**src/rtl/test_status_pkg.sv**
```systemverilog
// Shared types and constants for the test status monitor.
// Latency: n/a (declarations only).
// Backpressure: n/a.
package test_status_pkg;

   typedef enum logic [1:0] {
      TSM_IDLE    = 2'd0,
      TSM_RUN     = 2'd1,
      TSM_DONE    = 2'd2,
      TSM_TIMEOUT = 2'd3
   } tsm_state_e;

   // Exit codes follow the C convention; cast to CODE_W at the point of use.
   // EXIT_ERROR is signed -1 so a size cast sign-extends it to all-ones.
   localparam int EXIT_SUCCESS = 0;
   localparam int EXIT_FAIL    = 1;
   localparam int EXIT_ERROR   = -1;

endpackage

```
**src/rtl/tsm_hart_slot.sv**
```systemverilog
// Per-hart status slot: sticky done flag plus exit-code register with write gating.
// Latency: 1 cycle from hart_done/wr to done_flag/code.
// Backpressure: none; writes after the done flag is set are silently dropped.
//
// Ports:
//   clk, rst_n  - clock, synchronous active-low reset
//   clr         - synchronous clear (monitor leaving the enabled state)
//   run         - monitor is in RUN; flag and code only update while high
//   hart_done   - end-of-computation level from the hart
//   wr, wr_code - exit-code write targeted at this slot
//   done_flag   - sticky done flag
//   code        - captured exit code, all-ones until written
module tsm_hart_slot
   import test_status_pkg::*;
#(
   parameter int CODE_W = 32
) (
   input  logic              clk,
   input  logic              rst_n,
   input  logic              clr,
   input  logic              run,
   input  logic              hart_done,
   input  logic              wr,
   input  logic [CODE_W-1:0] wr_code,
   output logic              done_flag,
   output logic [CODE_W-1:0] code
);

   always_ff @(posedge clk) begin
      if (!rst_n || clr) begin
         done_flag <= 1'b0;
         code      <= CODE_W'(EXIT_ERROR);
      end else if (run) begin
         // Gate on the registered flag: a write landing in the same cycle
         // as done is still taken, anything after that is frozen out.
         if (wr && !done_flag) begin
            code <= wr_code;
         end
         if (hart_done) begin
            done_flag <= 1'b1;
         end
      end
   end

endmodule

```
**config.mk**
```make
export PLATFORM = sky130hd
export DESIGN_NAME = tsm_hart_slot
export DESIGN_NICKNAME = d
export VERILOG_FILES = /design/src/rtl/test_status_pkg.sv /design/src/rtl/tsm_hart_slot.sv
export SDC_FILE = /design/constraint.sdc
export NUM_CORES = 1
export LEC_CHECK = 0
export CAP_MARGIN = 40
export CORE_UTILIZATION = 42
export CTS_BUF_LIST = sky130_fd_sc_hd__clkbuf_16
export DETAILED_ROUTE_END_ITERATION = 7
export PLACE_DENSITY = 0.8
export SLEW_MARGIN = 20
export SYNTH_ARGS = -nofsm -noshare
export SYNTH_HDL_FRONTEND = slang
export SYNTH_SLANG_ARGS = --single-unit
```
**constraint.sdc**
```tcl
create_clock -name clk -period 1.1 [get_ports clk]
set_input_delay 0.11 -clock clk [delete_from_list [all_inputs] [get_ports clk]]
set_output_delay 0.11 -clock clk [all_outputs]
set_load 0.02 [all_outputs]
```
==> results of run 1 <==
## synth_stat cells
| library cell | count |
|---|---|
| buf_12 | 3 |
| inv_1 | 32 |
| buf_6 | 2 |
| o211ai_2 | 30 |
| buf_2 | 6 |
| o211ai_1 | 2 |
| a21oi_1 | 1 |
| clkbuf_2 | 1 |
| and3b_1 | 1 |
| clkbuf_1 | 7 |
| nand4b_1 | 32 |
| dfxtp_1 | 33 |
| nor2b_1 | 2 |
## sequential cells by signal (all words and copies together) (netlist names)
signal,cells
code,32
done_flag,1
## per-stage QoR
| stage | hold WS (ns) | util | area [µm²] |
|---|---|---|---|
| 5_1_grt | 0.460 | 0.665 | 2450 |
| 3_5_place_dp | 0.483 | 0.639 | 2360 |
| 3_3_place_gp | 0.479 | 0.639 | 2360 |
| 2_1_floorplan | 0.277 | - | 1620 |
| 6_report | 0.444 | 0.665 | 2450 |
| 4_1_cts | 0.442 | 0.664 | 2450 |
## path summary, 6_finish.rpt
check                                 from  endpoint  slack, ns  cells after the start
worst max-delay path               code[4]   code[4]       0.03                      1
worst min-delay path            wr_code[5]   code[5]       0.44                      3
worst max register to register   done_flag  code[25]       0.06                      3
worst min register to register    code[11]  code[11]       0.48                      2
## repair_timing
action,4_1_cts,5_1_grt
setup endpoints to repair,33,3
resized for setup,33,3
pin swaps,0,0
gates cloned,0,0
## per-layer routing
metal / vias to the layer above / track usage / routed length (µm)
li1: 669 / - / -
met1: 665 / 0.241 / 1630
met2: 52 / 0.362 / 2040
met3: 8 / 0.0750 / 302
met4: 0 / 0.0778 / 78
met5: - / 0 / 0
## power by group through the flow
stage	sequential (mW)	clock (mW)	combinational, mW
6_report	1.26	1.25	0.502
5_1_grt	1.26	1.34	0.535
4_1_cts	1.26	1.28	0.505
3_5_place_dp	1.28	0	0.529
3_3_place_gp	1.28	0	0.514
2_1_floorplan	1.33	0	0.225
## logic make-up (layout without fill, tap and decap cells)
logic type             count (synthesis)  count (layout)  synth area share
buffers and inverters                 51             117             0.163
AND/OR/NAND/NOR                       35              35             0.186
AO/OA/AOI/OAI                         33              33             0.244
flip-flops                            33              33             0.407
## layout make-up
class,count,area (µm²)
Tap cell,48,60.1
Fill cell,326,1230
Multi-Input combinational cell,68,706
Timing Repair Buffer,78,773
Sequential cell,33,662
Clock inverter,2,7.51
Inverter,32,120
Clock buffer,5,125
==> results_dict.tcl, run 1 <==
set metrics [dict create \
    status "complete, no violations" \
    first_pass_iters 4 \
    layout_commonest_cell "clkdlybuf4s50_1" \
    arrival_ns 0.96 \
    grt_pass1_vias 1405 \
    drv_cap 0 \
    p_sw_frac 0.235 \
    antenna_cells 0 \
    mostFrequentLayoutCells "clkdlybuf4s50_1 (37), inv_1 (33), nand4b_1 (32), dfxtp_1 (32)" \
    cp-end-kind "primary output" \
    num_vias 1394 \
    startpoint_type "flop" \
    cts_tree "built" \
    slew_violations 0 \
    drive_gt1_frac 0.211 \
    setup_violations 0 \
    power_frac_seq 0.418 \
    core-area_um2 3690 \
    antenna_found_initial 0 \
    syn_to_final_growth_pct 51.3 \
    worstPathCellList "dlygate4sd2_1" \
    synth_cell_types 13 \
    hold_violations 0 \
    rsz0062_at_grt "no" \
    drt_first_iter_violations 38 \
    clock_skew_ns 0.00182 \
    critPathTopFamily "flip-flops" \
    finalWirelength_um 4050 \
    htree_levels 2 \
    critPathMaxFanout 2 \
    synth_area_leaders "dfxtp_1 (41%), o211ai_2 (23%), nand4b_1 (17%)" \
    synth_area_per_cell_um2 10.7 \
    grt_usage 0.212 \
    syn_area_um2 1620 \
    internal_power_mw 2.30 \
    finalPower_mw 3.01 \
    ant_nets 0 \
    finish.cell_count_without_fillers 266 \
    clkTransAtPathRegs_ns 0.05 \
    synth-seq-area-share 0.407 \
    max_slew_margin 0.768 \
    clock-sinks 33 \
    routedWlPerCell_um 15.2 \
    clock_latency_ns 0.27 \
    nNetsFinal 256 \
    root_buffer "clkbuf_16" \
    die_h_um 64.1 \
    hp-class "input pin to flop" \
    clk_path_buf_depth 2 \
    power_switching_mw 0.709 \
    cp_slowest_stage_delay_ns 0.35 \
    grt_pass1_wl_um 6570 \
    io_pins 71 \
    yosys.area.top_type "dfxtp_1" \
    syn-num-nets 190 \
    critical_path_class "flop to primary output" \
    vias_per_cell 5.24 \
    cp_slowest_cell "dfxtp_1" \
    start_util 0.440 \
    period_needed_ns 1.07 \
    synthCells 152 \
    post-dp-hpwl_um 2870 \
    ir_worst_vdd_uv 923 \
    dp_slack_ns -0.179 \
    dp.cells 259 \
    required_ns 0.99 \
    power_density_nw_per_um2 1230 \
    die_area_um2 4110 \
    post_cts_buffers 0 \
    min_period_over_period 0.970 \
    cts.hold.buffers_added 0 \
    gr-total-overflow 0 \
    synth_top_area_frac 0.407 \
    synth_seq_cells 33 \
    fp.dieW_um 64.1 \
    route.detailed.drc 0 \
    worst_slack_ns 0.0327 \
    tightest_slew_ns 0.349 \
    power.share.combinational 0.167 \
    fmax_mhz 937 \
    ys_warn_count 0 \
    core.rowCount 22 \
    path_buf_inv 1 \
    grt_start_max_net_pins 34 \
    cts_made_buffers 5 \
    tns_ns 0 \
    p_leak_nw 1.05 \
    gp_congestion 0.724 \
    clkPwrFrac 0.415 \
    numPortBuffers 70 \
]
No activity file was read; power rests on OpenSTA's default activity.
==> run 2, diff against run 1 <==
--- a/config.mk
+++ b/config.mk
@@ -14,3 +14,4 @@
 export SYNTH_ARGS = -nofsm -noshare
 export SYNTH_HDL_FRONTEND = slang
 export SYNTH_SLANG_ARGS = --single-unit
+export TNS_END_PERCENT = 100
==> results of run 2 <==
No change in the layout: final DEF, timing and power equal those of run 1.
==> run 3, diff against run 2 <==
--- a/config.mk
+++ b/config.mk
@@ -6,10 +6,11 @@
 export NUM_CORES = 1
 export LEC_CHECK = 0
 export CAP_MARGIN = 40
-export CORE_UTILIZATION = 42
+export CORE_UTILIZATION = 45
 export CTS_BUF_LIST = sky130_fd_sc_hd__clkbuf_16
 export DETAILED_ROUTE_END_ITERATION = 7
-export PLACE_DENSITY = 0.8
+export PLACE_DENSITY = 0.85
+export SKIP_LAST_GASP = 1
 export SLEW_MARGIN = 20
 export SYNTH_ARGS = -nofsm -noshare
 export SYNTH_HDL_FRONTEND = slang
==> constraint.sdc (replaced) <==
create_clock -name clk -period 1.3 [get_ports clk]
set_input_delay 0.13 -clock clk [delete_from_list [all_inputs] [get_ports clk]]
set_output_delay 0.13 -clock clk [all_outputs]
set_load 0.02 [all_outputs]
==> results_dict.tcl, run 3 (synthesized netlist as in run 1, its figures left out) <==
set metrics [dict create \
    fp.dieW_um 62.0 \
    path_buf_inv 1 \
    ff2ff_path_depth 3 \
    grt_pass1_wl_um 5760 \
    clock-sinks 33 \
    critical_path_class "flop to primary output" \
    arrival_ns 1.00 \
    ant_nets 0 \
    cts.hold.buffers_added 0 \
    cp_slowest_stage_delay_ns 0.37 \
    numPortBuffers 70 \
    grt_pass1_vias 1361 \
    post-dp-hpwl_um 2770 \
    routedWlPerCell_um 15.0 \
    ir_worst_vdd_uv 589 \
    critPathMaxFanout 5 \
    post_cts_buffers 0 \
    drt-met1-wl_um 1610 \
    critPathTopFamily "flip-flops" \
    core-area_um2 3390 \
    status "complete, no violations" \
    routed-wl-met3_um 184 \
    cp_slowest_cell "dfxtp_1" \
    slew_violations 0 \
    gr-total-overflow 0 \
    clkTransAtPathRegs_ns 0.05 \
    hold_ws_ns 0.466 \
    antenna_cells 0 \
    clock_latency_ns 0.27 \
    nNetsFinal 256 \
    die_area_um2 3850 \
    fmax_mhz 888 \
    core.rowCount 21 \
    power_density_nw_per_um2 1040 \
    htree_levels 2 \
    required_ns 1.17 \
    p_leak_nw 1.05 \
    io_pins 71 \
    max_slew_margin 0.765 \
    cts_made_buffers 5 \
    antenna_found_initial 0 \
    startpoint_type "flop" \
    layout_commonest_cell "clkdlybuf4s50_1" \
    clk_path_buf_depth 2 \
    whs_path_depth 3 \
    wl_met2_um 2130 \
    worstPathCellList "dlygate4sd2_1" \
    mostFrequentLayoutCells "clkdlybuf4s50_1 (37), inv_1 (33), dfxtp_1 (33), dlygate4sd2_1 (33), nand4b_1 (32)" \
    finalWirelength_um 3970 \
    start_util 0.478 \
    hp-class "input pin to flop" \
    finalPower_mw 2.56 \
    vias_per_cell 5.27 \
    hold_violations 0 \
    top_regs "code: 32 flops, done_flag: 1 flops" \
    route.detailed.drc 0 \
    cp-end-kind "primary output" \
    drv_cap 0 \
    regMostFlops "code" \
    first_pass_iters 4 \
    setup_violations 0 \
    largest_register_ffs 32 \
    rsz0062_at_grt "no" \
    tns_ns 0 \
    root_buffer "clkbuf_16" \
    gp_congestion 0.650 \
    routed.top_layer "met4" \
    path_depth 1 \
    drt_first_iter_violations 55 \
    period_needed_ns 1.13 \
    die_h_um 62.0 \
    tightest_slew_ns 0.352 \
    min_period_over_period 0.866 \
    grt_usage 0.211 \
    syn_to_final_growth_pct 51.6 \
    clock_skew_ns 0.00406 \
    cts_tree "built" \
    drive_gt1_frac 0.206 \
    grt_start_max_net_pins 34 \
    num_vias 1391 \
    cts_resized 33 \
]
## run 3: path summary, 6_finish.rpt
| kind | end | startpoint | slack, ns |
|---|---|---|---|
| setup / recovery | done_flag | done_flag | 0.17 |
| hold / removal | code[16] | wr_code[16] | 0.47 |
| setup reg to reg | code[18] | done_flag | 0.23 |
| hold reg to reg | code[8] | code[8] | 0.48 |
## run 3: final cells by class
| type | instances | area, µm² |
|---|---|---|
| clock buffer | 5 | 125 |
| tap | 46 | 57.6 |
| multi-input combinational | 68 | 706 |
| fill | 265 | 931 |
| sequential | 33 | 661 |
| timing repair buffer | 78 | 782 |
| inverter | 32 | 120 |
| clock inverter | 2 | 7.51 |
## run 3: report_power, final
group	switching (mW)	total (mW)	internal, mW
clock network	0.381	1.06	0.682
logic	0.205	0.428	0.223
registers	0.0174	1.07	1.05
## run 3: through the flow
| step | cells | utilization | setup slack [ns] | area (µm²) |
|---|---|---|---|---|
| floorplan | 152 | - | 0.141 | 1620 |
| global placement | 257 | 0.698 | 0.0385 | 2370 |
| detailed placement | 257 | 0.698 | 0.00550 | 2370 |
| CTS | 264 | 0.725 | 0.169 | 2460 |
| global route | 264 | 0.725 | 0.133 | 2460 |
| finish | 264 | 0.725 | 0.174 | 2460 |
## run 3: layer usage
metal	up-vias	GRT usage
met5	-	0
met4	0	0.0984
met3	5	0.0518
met2	44	0.388
met1	671	0.226
li1	671	-
